<file path="src/rtl/tape_player.sv">
// Cassette playback engine: streams the tape buffer out as a Lynx ear square wave
// (leader pulses, one sync pulse, then bytes MSB-first), paced by ce and gated by motor.
module tape_player #(
   parameter int AW     = 16,
   parameter int HALF0  = 4,
   parameter int HALF1  = 8,
   parameter int SYNCH  = 12,
   parameter int LEADER = 768
) (
   input  logic          clock,
   input  logic          reset,
   input  logic          ce,
   input  logic          start,
   input  logic          stop,
   input  logic          motor,
   input  logic [AW-1:0] len,
   output logic [AW-1:0] rd_addr,
   input  logic [7:0]    rd_data,
   output logic          ear,
   output logic          busy,
   output logic          done,
   output logic [AW-1:0] pos,
   output logic [3:0]    dbg_state
);

   typedef enum logic [3:0] {
      IDLE   = 4'd0,
      LEAD_H = 4'd1,
      LEAD_L = 4'd2,
      SYNC_H = 4'd3,
      SYNC_L = 4'd4,
      FETCH0 = 4'd5,
      FETCH1 = 4'd6,
      BIT_H  = 4'd7,
      BIT_L  = 4'd8,
      TAIL   = 4'd9
   } state_t;

   state_t        state, state_nxt;
   logic [15:0]   tick_cnt, tick_load;
   logic [15:0]   pulse_cnt;
   logic [2:0]    bit_cnt;
   logic [7:0]    shift_reg;
   logic [AW-1:0] len_q, pos_q;
   logic          done_q;
   logic          timed, tick_end, last_byte;

   // Control is pulse-based: start is taken only in IDLE, stop is taken in any state
   // and overrides start; there is no back-pressure on either.
   assign timed     = (state != IDLE) && (state != FETCH0) && (state != FETCH1);
   assign tick_end  = timed && ce && motor && (tick_cnt == 16'd0);
   assign last_byte = (pos_q == len_q - AW'(1));

   always_ff @(posedge clock or negedge reset) begin
      if (!reset) state <= IDLE;
      else        state <= state_nxt;
   end

   always_comb begin
      state_nxt = state;
      if (stop) begin
         state_nxt = IDLE;
      end else begin
         case (state)
            IDLE:   if (start && (len != '0)) state_nxt = LEAD_H;
            LEAD_H: if (tick_end) state_nxt = LEAD_L;
            LEAD_L: if (tick_end) state_nxt = (pulse_cnt != 16'd0) ? LEAD_H : SYNC_H;
            SYNC_H: if (tick_end) state_nxt = SYNC_L;
            SYNC_L: if (tick_end) state_nxt = FETCH0;
            FETCH0: state_nxt = FETCH1;
            FETCH1: state_nxt = BIT_H;
            BIT_H:  if (tick_end) state_nxt = BIT_L;
            BIT_L: begin
               if (tick_end) begin
                  if (bit_cnt != 3'd0) state_nxt = BIT_H;
                  else if (!last_byte) state_nxt = FETCH0;
                  else                 state_nxt = TAIL;
               end
            end
            TAIL:   if (tick_end) state_nxt = IDLE;
            default: state_nxt = IDLE;
         endcase
      end
   end

   // Half-length of the phase being entered; the first bit of a byte comes straight
   // from the buffer, later bits from the shift register before it shifts.
   always_comb begin
      tick_load = 16'd0;
      case (state_nxt)
         LEAD_H, LEAD_L, TAIL: tick_load = 16'(HALF0 - 1);
         SYNC_H, SYNC_L:       tick_load = 16'(SYNCH - 1);
         BIT_H: begin
            if ((state == FETCH1) ? rd_data[7] : shift_reg[6]) tick_load = 16'(HALF1 - 1);
            else                                                tick_load = 16'(HALF0 - 1);
         end
         BIT_L: tick_load = shift_reg[7] ? 16'(HALF1 - 1) : 16'(HALF0 - 1);
         default: tick_load = 16'd0;
      endcase
   end

   always_ff @(posedge clock or negedge reset) begin
      if (!reset) begin
         tick_cnt  <= 16'd0;
         pulse_cnt <= 16'd0;
         bit_cnt   <= 3'd0;
         shift_reg <= 8'd0;
         len_q     <= '0;
         pos_q     <= '0;
         done_q    <= 1'b0;
      end else begin
         done_q <= 1'b0;
         if (state_nxt != state)
            tick_cnt <= tick_load;
         else if (timed && ce && motor && (tick_cnt != 16'd0))
            tick_cnt <= tick_cnt - 16'd1;
         if (!stop) begin
            case (state)
               IDLE: begin
                  if (start) begin
                     if (len != '0) begin
                        len_q     <= len;
                        pos_q     <= '0;
                        pulse_cnt <= 16'(LEADER - 1);
                     end else begin
                        done_q <= 1'b1;
                     end
                  end
               end
               LEAD_L: if (tick_end && (pulse_cnt != 16'd0)) pulse_cnt <= pulse_cnt - 16'd1;
               FETCH1: begin
                  shift_reg <= rd_data;
                  bit_cnt   <= 3'd7;
               end
               BIT_L: begin
                  if (tick_end) begin
                     if (bit_cnt != 3'd0) begin
                        shift_reg <= {shift_reg[6:0], 1'b0};
                        bit_cnt   <= bit_cnt - 3'd1;
                     end else if (!last_byte) begin
                        pos_q <= pos_q + AW'(1);
                     end
                  end
               end
               TAIL: if (tick_end) done_q <= 1'b1;
               default: ;
            endcase
         end
      end
   end

   always_comb begin
      ear  = 1'b0;
      busy = 1'b1;
      case (state)
         LEAD_H, SYNC_H, BIT_H: ear = 1'b1;
         IDLE:                  busy = 1'b0;
         default: ;
      endcase
   end

   assign done      = done_q;
   assign pos       = pos_q;
   assign rd_addr   = pos_q;
   assign dbg_state = state;

endmodule

</file>
<file path="config.mk">
export PLATFORM = sky130hd
export DESIGN_NAME = tape_player
export DESIGN_NICKNAME = d
export VERILOG_FILES = /design/src/rtl/tape_player.sv
export SDC_FILE = /design/constraint.sdc
export NUM_CORES = 1
export LEC_CHECK = 0
export BUFFER_PORTS_ARGS = -buffer_cell sky130_fd_sc_hd__buf_2
export CAP_MARGIN = 30
export CORE_ASPECT_RATIO = 1.75
export CORE_MARGIN = 1.5
export CORE_UTILIZATION = 53
export CTS_CLUSTER_DIAMETER = 100
export CTS_CLUSTER_SIZE = 30
export DETAILED_ROUTE_END_ITERATION = 12
export PLACE_DENSITY_LB_ADDON = 0.3
export RECOVER_POWER = 50
export SLEW_MARGIN = 20
export SYNTH_ARGS = -nofsm -noshare
export SYNTH_HDL_FRONTEND = slang
export SYNTH_SLANG_ARGS = --single-unit
</file>
<file path="constraint.sdc">
create_clock -name clock -period 3.24 [get_ports clock]
set_clock_uncertainty 0.1 [all_clocks]
set_input_delay 0.486 -clock clock [delete_from_list [all_inputs] [get_ports clock]]
set_output_delay 0.486 -clock clock [all_outputs]
set_load 0.01 [all_outputs]
</file>
* Word-level counts from Yosys, hierarchy flattened
Cells that the tools add are included.
** Word-level totals
- Logic and storage cells :: 109
- Output and inout bits :: 39
- Register bits :: 80
- Input bits :: 30
** Cells by class
- Mux-type cells :: 42
- Reductions and logical operators :: 26
- Bitwise gates (word level) :: 1
- Equality and inequality tests :: 27
- $add $sub $neg :: 5
** Operator list (number)
- 2-to-1 mux 16 bit :: 10
- case mux 16 bit (2 select lines) :: 2
- nonzero test 16 bit :: 3
- subtractor 16 x 1 -> 16 bit (second input constant) :: 3
- 2-to-1 mux 4 bit :: 11
- case mux 4 bit (10 select lines) :: 1
- equality test 4 x 3 -> 1 bit (second input constant) :: 6
- adder 16 x 1 -> 16 bit (second input constant) :: 1
- equality test 16 bit :: 1
- equality test 4 x 2 -> 1 bit (second input constant) :: 4
- equality test 4 bit (second input constant) :: 4
- logical NOT 16 bit :: 1
- 2-to-1 mux 8 bit :: 2
- case mux 4 bit (4 select lines) :: 1
- case mux 8 bit (2 select lines) :: 1
- inequality test 2 bit (second input constant) :: 7
- 2-to-1 mux 3 bit :: 4
- equality test 4 x 1 -> 1 bit (second input constant) :: 2
- logical AND 1 bit :: 8
- inequality test 4 x 3 -> 1 bit (second input constant) :: 2
- AND reduction 4 bit :: 2
- nonzero test 2 bit :: 4
- 2-to-1 mux 1 bit :: 7
- AND reduction 7 bit :: 1
- 12 further kinds :: 13

* Depth between registers and ports, before layout
Gate-level depths: netlist of the first run.
- Depth in word-level cells :: 13
- Gate-level depth with buffers :: 12
- Gate-level depth less buffers :: 10

* Worst setup path after synthesis of the first run
Ideal clock, no wire load.
- Path kind :: register to register
- Start point :: register len_q[0]
- End point :: register pos_q[5] (netlist: pos[5])
- Data required time :: 3.000 ns
- Setup slack :: 0.192 ns
- Buffers on the path :: 2
- Arrival time :: 2.808 ns
- Stages on the path, launching flop included :: 13
- Clock period less this slack :: 3.048 ns
- Library setup time :: 0.140 ns
- Cell sequence :: dfrtp_1 > inv_1 > ha_1 > nor4b_1 > a31oi_1 > o21bai_1 > a31o_2 > and4_4 > buf_6 > or2_1 > buf_2 > o311ai_0 > o41ai_1
** Between the ends
- Cells in the longest elaborated chain, start to end :: 4
** Ends and longest elaborated chain
- start: declaration :: line 44 : logic [AW-1:0] len_q, pos_q;
- start signal: assignment :: line 122 : len_q <= len;
- subtractor 16 x 1 -> 16 bit :: line 52 : assign last_byte = (pos_q == len_q - AW'(1));
- equality test 16 bit :: line 52
- inequality test 2 bit (no line)
- AND reduction 7 bit (no line)
- end signal: assignment :: line 141 : pos_q <= pos_q + AW'(1);
- end: declaration :: line 44
Every way passes these cells.
A chain may end at the register's enable or synchronous reset.

* Final worst setup path of the first run
- Start point :: register len_q[0]
- End point :: register pos_q[14] (netlist: pos[14])
The elaborated chain is that of the path after synthesis.

==> reports/summary.txt, run 1 <==
area leader, netlist = dfrtp_1
clock-pin slew on the worst setup and hold paths = 0.06 ns
pwr dens = 491 nW/um2
RSZ-0062 raised after global routing = false
Period Utilization, post-route = 96.3%
Metal-1 WL = 5130 um
status = completed
switch share = 32.5%
Worst Setup End Kind = flip-flop
family with the most delay on the worst path = simple AND/OR/NAND/NOR gates
DRT antenna net count = 0
routed wl met2 = 6950 um
routed wire length = 13300 um
fin cells = 771
layout cells sized above 1 = 16.0%
async set-reset flop share out of synthesis = 100%
Seq/Total Area, Yosys = 40.1%
Flop pwr share = 43.3%
peak supply drop = 0.333 mV
Distinct cells, synth = 60
area of the die = 10000 um2
Initial Util = 54.9%
Setup-failing EPs final = 0
NetSw = 0.000910 W
Met3 Wirelength = 563 um
Hold Vio Cnt, Final = 0
# diodes = 0
Hold WC Path Type = input pin to flip-flop
Synth Warn # = 0
Core Footprint = 9090 um2
via count = 4707
critical path cell sequence = or4_4, or3_1, and4_1, and4_1, and4_4, or2_1, or4_1, a21oi_1
hold_ws = 0.253 ns
post-synthesis cell count = 587
Syn Nets = 623
internal cell power = 0.00189 W
Num CTS Buffers = 9
CTS root buf = clkbuf_16
CP bufs+invs = 0
num rows = 46
Avg Vias per Cell = 6.11
Die H = 131 um
Max Fclk = 0.320 GHz
CTS H-tree lvls = 3
Max Used Layer = met4
critical path peak fanout = 11
fin. max-slew vios = 0
Critical Path AT = 3.28 ns
total global routing overflow = 0
setup slack after layout = 0.119 ns
clock insertion delay at the later pin of the skew report = 0.34 ns
Detailed Place HPWL = 9740 um
Clock Sinks = 80
GRT Overall Usage = 27.2%
Worst Max-Slew Pin Slew = 1.42 ns
Post-Route Utilization = 62.7%
Die X-Extent = 76.3 um
clock buffer depth = 2
ys flop type = dfrtp_1
Mapped Avg Cell Area = 8.50 um2
vias in the first global route = 4603
slowest stage delay, CP = 0.57 ns
main area contributors after synthesis = dfrtp_1, nand2_1, xnor2_1
DP Cell Count = 754
Routability Congestion = 0.936
DR DRC count = 0
CP required = 3.40 ns
clock share of power = 32.1%
CP Launch Type = flip-flop
First-pass DRT Iterations = 5
Lkg Pwr = 2.50 nW
initial antenna violation count = 0
max cap viols = 0
Most common cell on crit path = and4_1
critical setup path kind = flip-flop to flip-flop
slew margin rel. = 5.56%
Yosys reg bits = 80
worst slack, placed = 0.0858 ns
global-route wire length before repair = 21800 um
Slowest cell on crit path = or4_4
First DRT Iteration DRCs = 326
area growth from synthesis to layout = 14.2%
Post-synth EDFFs = 0
routed len/inst = 17.3 um
pin count of the biggest net entering global routing = 56
port bufs = 68
fin nets = 683
Final min period = 3.12 ns
share of the synthesized area in the top cell type = 40.1%
combinational power share = 24.6%
mapped cell area = 4990 um2
I/O pin count = 69
CTS tree = built
total negative slack = 0 ns
-- cell usage after synthesis (5+ instances only) --
library cell,count
nand2_1,95
nor4_1,23
nand3_1,10
inv_1,15
dfrtp_1,80
xor2_1,16
o41ai_1,7
nand2b_1,16
nor3_1,18
a31oi_1,16
xnor2_1,31
nand4_1,15
o21ai_0,22
nor2b_1,5
buf_4,16
clkbuf_1,24
o311ai_0,7
ha_1,6
and3_1,9
a21oi_1,20
or3_1,13
nor2_1,50
-- final timing paths --
| check | start | end | slack, ns | cells past startpoint |
|---|---|---|---|---|
| hold reg to reg | pulse_cnt[0] | pulse_cnt[0] | 0.40 | 1 |
| min in group asynchronous | reset | dbg_state[0] | 0.91 | 2 |
| setup reg to reg | len_q[0] | pos[14] | 0.12 | 8 |
| hold / removal | len[11] | len_q[11] | 0.25 | 3 |
| setup / recovery | len_q[0] | pos[14] | 0.12 | 8 |
| max in group asynchronous | reset | len_q[0] | 0.52 | 3 |
-- per-layer routing --
metal,global-route usage [%],up-vias
met5,0,-
met4,16.4,0
met3,3.33,46
met2,48.5,191
met1,30.4,2239
li1,-,2231
-- final cells by class --
cell class | count | area (um2)
fillers | 819 | 3400
multi-input cells | 449 | 2740
flip-flops and latches | 80 | 2000
repair buffers | 92 | 495
clock buffers | 11 | 233
well taps | 120 | 150
inverters | 15 | 56.3
clock inverters | 4 | 22.5
-- repair_timing --
| item | 4_1_cts | 5_1_grt |
|---|---|---|
| hold endpoints to repair | 25 | 0 |
| endpoints found under the setup margin | 0 | 16 |
| buffers inserted | 0 | 1 |
| hold buffers | 1 | 0 |
| gates resized for setup | 0 | 11 |
-- power groups by stage --
stage / registers [W] / logic, W / clock network [W]
2_1_floorplan: 0.00118 / 0.000490 / 0
3_3_place_gp: 0.00122 / 0.000642 / 0
3_5_place_dp: 0.00123 / 0.000668 / 0
4_1_cts: 0.00121 / 0.000673 / 0.000917
5_1_grt: 0.00122 / 0.000757 / 0.000956
6_report: 0.00121 / 0.000690 / 0.000899
-- cell usage in the layout, fill, tap and decap left out, types with 4 or more instances in the layout --
cell,netlist,layout
o311ai_0,7,7
xor2_1,16,16
o41ai_1,7,7
nand2b_1,16,16
nand3_1,10,10
nor4_1,23,22
or3_1,13,13
nor3_1,18,18
a21o_1,4,4
inv_1,15,15
nor2_1,50,49
dfrtp_1,80,79
o211ai_1,4,4
o21ai_0,22,21
buf_4,16,21
ha_1,6,5
a211o_1,4,4
a21oi_1,20,20
clkbuf_1,24,22
and3_1,9,9
a211oi_1,4,4
and4_1,4,4
clkbuf_16,0,9
nand4_1,15,15
nand2_1,95,95
a31oi_1,16,16
xnor2_1,31,31
buf_2,1,49
nor2b_1,5,5
-- metrics by stage --
stage	instance area, um2	power [W]
after detailed placement	5430	0.00189
after floorplan	4990	0.00167
after global routing	5700	0.00294
after global placement	5400	0.00186
after CTS	5700	0.00280
final	5700	0.00280
-- cells by family (layout without fill, tap and decap cells) --
| logic type | Yosys count | after routing | share of synthesized area [%] |
|---|---|---|---|
| adder cells (fa/ha/maj) | 6 | 6 | 1.50 |
| multiplexers | 2 | 2 | 0.451 |
| flip-flops | 80 | 80 | 40.1 |
| AO/OA/AOI/OAI | 113 | 113 | 15.4 |
| AND/OR/NAND/NOR | 281 | 281 | 28.4 |
| XOR/XNOR | 47 | 47 | 8.25 |
| buffers and inverters | 58 | 122 | 5.89 |
-- worst reg2reg max path, stage by stage (launching register included) --
cell and delay [ns]:
dfrtp_2 0.43, or4_4 0.57, or3_1 0.38, and4_1 0.19, and4_1 0.21, and4_4 0.18
or2_1 0.33, or4_1 0.50, a21oi_1 0.15
Note: power is estimated with default switching activity, not from simulation.
==> inputs of run 2 (changes only) <==
--- a/config.mk
+++ b/config.mk
@@ -7,8 +7,8 @@
 export LEC_CHECK = 0
 export BUFFER_PORTS_ARGS = -buffer_cell sky130_fd_sc_hd__buf_2
 export CAP_MARGIN = 30
-export CORE_ASPECT_RATIO = 1.75
-export CORE_MARGIN = 1.5
+export CORE_ASPECT_RATIO = 0.7
+export CORE_MARGIN = 2
 export CORE_UTILIZATION = 53
 export CTS_CLUSTER_DIAMETER = 100
 export CTS_CLUSTER_SIZE = 30
==> reports/summary.txt, run 2 (same netlist as run 1, synthesis figures left out) <==
status = finished, violations left
failing checks = max-capacitance violations, max-slew violations
critical path peak fanout = 8
worst slack, placed = 0.0425 ns
# diodes = 0
Setup-failing EPs final = 0
global-route wire length before repair = 22000 um
# hold bufs at CTS = 0
max cap viols = 1
Worst Setup End Kind = flip-flop
most common cell after layout, fill and taps aside = nand2_1
Worst Max-Slew Pin Slew = 2.13 ns
critical setup path kind = flip-flop to flip-flop
DR DRC count = 0
Hold Vio Cnt, Final = 0
fin nets = 682
CTS root buf = clkbuf_16
Num CTS Buffers = 9
via count = 4675
CP Launch Type = flip-flop
Avg Vias per Cell = 6.05
total negative slack = 0 ns
pwr dens = 518 nW/um2
Core Footprint = 9110 um2
clock insertion delay at the later pin of the skew report = 0.34 ns
Hold WC Path Type = input pin to flip-flop
Initial Util = 54.8%
First-pass DRT Iterations = 6
clock buffer depth = 2
Period Utilization, post-route = 95.3%
CTS tree = built
routed wire length = 13200 um
layout cells sized above 1 = 16.3%
CTS H-tree lvls = 3
routed len/inst = 17.1 um
post_cts resized = 0
Lkg Pwr = 2.53 nW
Critical Path AT = 3.25 ns
First DRT Iteration DRCs = 512
Routability Congestion = 0.984
most frequent cells in the layout = nand2_1, dfrtp_1, nor2_1, buf_2, xnor2_1
Detailed Place HPWL = 9400 um
CP required = 3.40 ns
port bufs = 68
Final min period = 3.09 ns
I/O pin count = 69
pin count of the biggest net entering global routing = 43
clock-pin slew on the worst setup and hold paths = 0.06 ns
Max Fclk = 0.324 GHz
num rows = 29
Die H = 85.2 um
Die X-Extent = 120 um
fin. max-slew vios = 39
total global routing overflow = 0
area growth from synthesis to layout = 15.6%
vias in the first global route = 4546
initial antenna violation count = 0
slew margin rel. = -42.3%
DRT antenna net count = 0
area of the die = 10200 um2
GRT Overall Usage = 27.2%
peak supply drop = 0.294 mV
setup slack after layout = 0.151 ns
Setup Buffers After CTS = 0
Clock Sinks = 80
[run 2: area by class of cell]
class,instances,area (um2)
timing repair buffer,91,502
multi-input combinational,449,2740
fill,755,3340
tap,124,155
inverter,15,56.3
clock buffer,11,243
sequential,80,2000
clock inverter,3,67.6
[run 2: worst paths after layout]
kind                                endpoint  cells past startpoint  slack (ns)      start
worst max-delay path                  pos[3]                      9        0.15   len_q[0]
min in group asynchronous       pulse_cnt[7]                      1        0.67      reset
worst min register to register     len_q[15]                      2        0.40  len_q[15]
worst max register to register        pos[3]                      9        0.15   len_q[0]
worst min-delay path                len_q[4]                      3        0.25     len[4]
max in group asynchronous            pos[15]                      1        1.15      reset
[run 2: where the power goes]
group | leakage, nW | internal, W | switching, W
clock network | 0.148 | 0.000688 | 0.000398
registers | 1.01 | 0.00109 | 0.000123
logic | 1.37 | 0.000288 | 0.000401
[run 2: worst max-delay path, stage by stage (launching register included)]
cell     delay, ns
dfrtp_1       0.43
or4_4         0.59
or3_1         0.38
and4_1        0.18
and4_1        0.21
and4_4        0.18
buf_4         0.15
o21a_2        0.25
or3_1         0.37
a21oi_1       0.17
[run 2: per-stage QoR]
stage	area (um2)	power [W]	cells	utilization [%]	hold slack (ns)
floorplan	4990	0.00167	587	-	0.0904
global placement	5420	0.00185	758	59.5	0.383
detailed placement	5440	0.00188	759	59.7	0.394
CTS	5750	0.00298	773	63.1	0.0378
global route	5770	0.00314	773	63.3	0.254
finish	5770	0.00299	773	63.3	0.250
[run 2: layer usage]
metal / track usage (%) / vias to the layer above / share of wire, %
met5: 0 / - / 0
met1: 38.5 / 2218 / 45
met2: 40.8 / 209 / 45
li1: - / 2214 / -
met3: 6.25 / 34 / 7.9
met4: 10.8 / 0 / 2.0
